$ cat config.mk
export PLATFORM = sky130hd
export DESIGN_NAME = mem_console_uart
export DESIGN_NICKNAME = d
export VERILOG_FILES = /design/src/rtl/mem_console_uart.sv
export SDC_FILE = /design/constraint.sdc
export NUM_CORES = 1
export LEC_CHECK = 0
export ABC_AREA = 1
export CORE_MARGIN = 10
export CORE_UTILIZATION = 56
export DETAILED_ROUTE_END_ITERATION = 8
export HOLD_SLACK_MARGIN = 0.02
export PLACE_DENSITY = 0.81
export SLEW_MARGIN = 0
export SYNTH_ARGS = -nofsm -noshare
export SYNTH_HDL_FRONTEND = slang
export SYNTH_SLANG_ARGS = --single-unit
$ cat constraint.sdc
create_clock -name clock -period 3.25 [get_ports clock]
set_clock_uncertainty 0.1 [all_clocks]
set_input_delay 0.975 -clock clock [delete_from_list [all_inputs] [get_ports clock]]
set_output_delay 0.975 -clock clock [all_outputs]
set_load 0.02 [all_outputs]
$ cat src/rtl/mem_console_uart.sv
// Console peripheral for the picorv32 native bus: byte writes queue into a FIFO drained by an 8N1 UART.
// Optional MEM_CONSOLE_SIM_PRINT_EN echoes each pushed byte to the simulator console.
module mem_console_uart #(
  parameter logic [31:0] BASE_ADDR    = 32'h1000_0000,
  parameter int unsigned FIFO_DEPTH   = 16,
  parameter int unsigned CLKS_PER_BIT = 868
) (
  input  logic        clock,
  input  logic        reset,
  input  logic        mem_valid,
  input  logic [31:0] mem_addr,
  input  logic [31:0] mem_wdata,
  input  logic [3:0]  mem_wstrb,
  output logic        mem_ready,
  output logic [31:0] mem_rdata,
  output logic        uart_tx
);
  localparam int unsigned AW = (FIFO_DEPTH > 1) ? $clog2(FIFO_DEPTH) : 1;
  localparam int unsigned CW = $clog2(FIFO_DEPTH) + 1;
  localparam int unsigned BW = (CLKS_PER_BIT > 1) ? $clog2(CLKS_PER_BIT) : 1;
  localparam logic [CW-1:0] DEPTH_C   = CW'(FIFO_DEPTH);
  localparam logic [BW-1:0] BAUD_LAST = BW'(CLKS_PER_BIT - 1);

  typedef enum logic [1:0] {IDLE, START, DATA, STOP} tx_state_t;

  tx_state_t     state, state_next;
  logic [BW-1:0] baud, baud_next;
  logic [2:0]    bit_idx, bit_next;
  logic [7:0]    shifter, shift_next;
  logic          pop;

  logic [7:0]    fifo_mem [FIFO_DEPTH];
  logic [AW-1:0] wr_ptr, rd_ptr;
  logic [CW-1:0] count;
  logic          full, empty;

  logic          hit, is_status, is_write, push_req, flush_req;
  logic          accept, push, flush;
  logic [31:0]   status;
  logic          unused_ok;

  assign unused_ok = ^{mem_addr[1:0], mem_wdata[31:8], mem_wstrb[3:1]};

  // Acceptance looks only at the registered count, so a push against a full
  // FIFO waits a cycle even when a pop frees a slot at the same edge.
  always_comb begin
    full       = (count == DEPTH_C);
    empty      = (count == '0);
    hit        = mem_valid && (mem_addr[31:3] == BASE_ADDR[31:3]);
    is_status  = mem_addr[2];
    is_write   = |mem_wstrb;
    push_req   = !is_status && mem_wstrb[0];
    flush_req  = is_status && mem_wstrb[0] && mem_wdata[0];
    accept     = hit && !mem_ready && !(push_req && full);
    push       = accept && push_req;
    flush      = accept && flush_req;
    status     = '0;
    status[0]  = empty;
    status[1]  = full;
    status[2]  = (state != IDLE);
    status[15:8] = 8'(count);
  end

  always_comb begin
    state_next = state;
    baud_next  = baud;
    bit_next   = bit_idx;
    shift_next = shifter;
    pop        = 1'b0;
    unique case (state)
      IDLE: if (!empty) begin
        pop        = 1'b1;
        shift_next = fifo_mem[rd_ptr];
        baud_next  = '0;
        bit_next   = '0;
        state_next = START;
      end
      START: if (baud == BAUD_LAST) begin
        baud_next  = '0;
        state_next = DATA;
      end else baud_next = baud + 1'b1;
      DATA: if (baud == BAUD_LAST) begin
        baud_next = '0;
        if (bit_idx == 3'd7) begin
          bit_next   = '0;
          state_next = STOP;
        end else begin
          bit_next   = bit_idx + 1'b1;
          shift_next = {1'b0, shifter[7:1]};
        end
      end else baud_next = baud + 1'b1;
      STOP: if (baud == BAUD_LAST) begin
        baud_next  = '0;
        state_next = IDLE;
      end else baud_next = baud + 1'b1;
      default: state_next = IDLE;
    endcase
  end

  assign uart_tx = (state != START) && ((state != DATA) || shifter[0]);

  always_ff @(posedge clock) begin
    if (reset) begin
      state     <= IDLE;
      baud      <= '0;
      bit_idx   <= '0;
      shifter   <= '0;
      wr_ptr    <= '0;
      rd_ptr    <= '0;
      count     <= '0;
      mem_ready <= 1'b0;
      mem_rdata <= '0;
    end else begin
      state     <= state_next;
      baud      <= baud_next;
      bit_idx   <= bit_next;
      shifter   <= shift_next;
      mem_ready <= accept;
      mem_rdata <= (accept && !is_write && is_status) ? status : '0;
      // Flush wins over a same-cycle pop; the popped byte is already in the shifter.
      if (flush) begin
        rd_ptr <= wr_ptr;
        count  <= '0;
      end else begin
        if (push) wr_ptr <= wr_ptr + 1'b1;
        if (pop)  rd_ptr <= rd_ptr + 1'b1;
        if (push && !pop)      count <= count + 1'b1;
        else if (pop && !push) count <= count - 1'b1;
      end
    end
  end

  always_ff @(posedge clock) begin
    if (push) fifo_mem[wr_ptr] <= mem_wdata[7:0];
  end

`ifdef MEM_CONSOLE_SIM_PRINT_EN
  always_ff @(posedge clock) begin
    if (!reset && push) begin
      if ((^mem_wdata[7:0]) === 1'bx) $write("X");
      else $write("%c", mem_wdata[7:0]);
    end
  end
`else
`endif

endmodule

==> qor.txt <==
status = complete, no violations
slew of the pin with the lowest slew margin = 0.922 ns
GR Util met2 = 29.5%
Final min period = 3.11 ns
Power Density = 675 nW/µm²
ranking of synthesized cells by area = edfxtp_1, dfxtp_1, nand2_1
Synth warnings = 0
Post-DRT Antenna Nets = 0
clock sink count = 177
Worst Path Arrival = 3.36 ns
cell depth of the worst setup path = 16
Worst Setup SP = mem_addr[30]
Top Ports = 105
Layout Cells excl Fill = 1,137
hold crit path type = reg2reg
mapped cell area = 8160 µm²
TritonCTS buffer count = 17
most repeated library cell on the critical path = nor2_4
Netlist cell types = 37
top cells by instance count after synthesis = nand2_1, nor2_1, edfxtp_1
Switch Pwr = 0.00227 W
EDFF count, synth = 128
Post-Syn Area per Cell = 9.52 µm²
Die Wd = 141 µm
fill count = 1,055
most frequent cell after synthesis = nand2_1
asr flop ratio synth = 0%
crit-path max FO = 6
H-tree Lvls = 4
drt initial violations = 505
reg2reg end = count[3]$_SDFFE_PP0P_
Period Utilization, post-route = 95.8%
ys flop type = edfxtp_1
Synth top area share = 47.1%
GR peak layer = met2
clock share of power = 29.2%
Worst slew margin = 38.4%
starting density of the core = 56.6%
gr ovfl total = 0
routed wire length per instance = 15.3 µm
Worst-Skew Late Latency = 0.43 ns
DRC errors left = 0
initial antenna violation count = 0
post-DP HPWL = 11.6 mm
Flop pwr share = 40.6%
maximum clock path buffer count = 2
final antenna diode count = 0
CTS clock-pin slew for the worst setup and hold paths = 0.07 ns
leak pwr = 3.75 nW
crit path to = count[3]$_SDFFE_PP0P_
vias in the first global route = 5,669
critical path's slowest cell = clkdlybuf4s50_1
root cell of the clock tree = clkbuf_16
Routed WL = 17.4 mm
Vias/cell = 5.29
Layout area overhead = 17.9%
internal power = 0.00423 W
GR Layer Usage met3 = 5.44%
worst r2r src = count[2]$_SDFFE_PP0P_
crit-path max cell delay = 0.42 ns
reg2reg setup slack = 0.69 ns
post-synth top area cell = edfxtp_1
pin count of the biggest net entering global routing = 74
Startpoint Class = input port
Final GP Congestion = 0.858
Syn Inst Count = 858
Cells after DPL = 1,104
crit end category = register
Pre-antenna DRT Iters = 5
Core Area = 14,400 µm²
fmax = 0.321 GHz
R2R depth = 14
#FFs+latches synth = 177
kind of critical path = in2reg
max capacitance violation total = 0
Pins Over Slew Limit = 0
Switching Share = 34.9%
WP data required = 3.49 ns
post-synthesis sequential area ratio = 59.1%
layout cell share with drive strength beyond 1 = 13.4%
Peak VDD IR = 0.000477 V
final setup vio count = 0
gr usage total = 17.6%
delay-heaviest family, CP = simple AND/OR/NAND/NOR gates
CP cell instances = clkdlybuf4s50_1 -> or2_4 -> nor2_4 -> nand3_4 -> nor2_4 -> nand2_2 -> clkinv_4 -> ha_2 -> inv_4 -> buf_4 -> ha_1 -> nand3_1 -> nand2_1 -> xor2_1 -> nor2_1 -> a211oi_1
min-delay src = shifter[6]$_SDFFE_PP0P_
grt met1 use = 21.6%
Worst Path Buf+Inv = 4
DP Area = 8980 µm²
chip height = 141 µm
CTS tree = done
via count = 6,013
final instance area = 9620 µm²
FP Rows = 44
Gate power share = 30.1%
input/output buffers = 54
first-pass GRT wire length = 28.2 mm
Final Hold Vio Count = 0
Total Nets Final = 1,029
unrepaired setup endpoints after global routing = true
Die Area = 19,800 µm²
Hold Crit Depth = 2
how the worst min path moves through the flow:
stage | to | slack (ns)
global placement | shifter[5]$_SDFFE_PP0P_ | 0.35
global route | shifter[5]$_SDFFE_PP0P_ | 0.38
finish | shifter[6]$_SDFFE_PP0P_ | 0.37
floorplan | baud[9]$_SDFFE_PP0P_ | 0.34
detailed placement | shifter[6]$_SDFFE_PP0P_ | 0.36
CTS | shifter[1]$_SDFFE_PP0P_ | 0.37
area by class of cell:
class                   count  area, µm²  area share, %
well taps                 184        230           2.39
clock inverters            14        130           1.35
clock buffers              18        429           4.46
multi-input cells         589       2930           30.5
flip-flops and latches    177       4830           50.2
repair buffers             92        828           8.61
inverters                  63        244           2.54
power groups by stage:
stage	Combinational, W	Clock, W	Sequential, W
global route	0.00223	0.00203	0.00266
CTS	0.00191	0.00192	0.00263
floorplan	0.00151	0	0.00266
detailed placement	0.00190	0	0.00268
global placement	0.00185	0	0.00267
finish	0.00196	0.00190	0.00264
cell families after synthesis:
logic type	after synthesis	synth area share [%]
and+or+nand+nor	462	25.1
AOI/OAI and AO/OA	79	5.36
xor gates and xnor gates	6	0.644
DFF	177	59.1
buffers and inverters	115	6.88
adders and majority gates	18	2.85
other	1	0.0459
flip-flops by register name, indices dropped and copies added (netlist names), named ones only:
signal / cells
bit_idx: 3
rd_ptr: 4
shifter: 8
baud: 10
count: 5
mem_rdata: 8
state: 2
mem_ready: 1
fifo_mem: 128
wr_ptr: 4
cell usage in the layout, fill, tap and decap left out, types with 10 or more instances in the layout:
cell type,synthesis,layout
a21oi_1,26,25
buf_4,27,38
clkbuf_16,0,17
clkdlybuf4s50_1,0,53
conb_1,1,24
dfxtp_1,49,48
edfxtp_1,128,128
ha_1,17,14
inv_1,53,52
nand2_1,186,184
nand3_1,76,75
nor2_1,155,153
nor2_2,10,10
o211ai_1,10,10
o21ai_0,26,25
o21ai_1,12,12
per-stage QoR:
stage / util, % / power (W) / hold WS, ns / setup TNS, ns / setup slack [ns]
detailed placement: 62.3 / 0.00458 / 0.357 / -0.930 / -0.402
global route: 66.7 / 0.00691 / 0.382 / -0.00427 / -0.00427
global placement: 62.3 / 0.00453 / 0.352 / -0.682 / -0.299
floorplan: - / 0.00417 / 0.340 / 0 / 0.150
CTS: 66.1 / 0.00646 / 0.368 / 0 / 0.0340
finish: 66.7 / 0.00649 / 0.367 / 0 / 0.135
worst register-to-register path, cell delays in order, from the launching register on:
cell	delay, ns
dfxtp_1	0.34
inv_1	0.13
nand2_1	0.11
nor2_4	0.14
nand2_1	0.12
nand2_1	0.24
ha_2	0.27
inv_4	0.07
buf_4	0.13
ha_1	0.26
nand3_1	0.06
nand2_1	0.09
xor2_1	0.16
nor2_1	0.07
a211oi_1	0.19
metal layers:
layer	up-vias	share of wire, %
met2	243	49
li1	2965	-
met5	-	0
met4	0	1.4
met3	23	9.1
met1	2782	40
timing repair:
item | 4_1_cts | 5_1_grt
setup buffers | 0 | 1
hold endpoints to repair | 0 | 0
resized for setup | 0 | 18
hold buffers | 0 | 0
setup endpoints to repair | 0 | 3
Power figures use the tool's default switching activity.
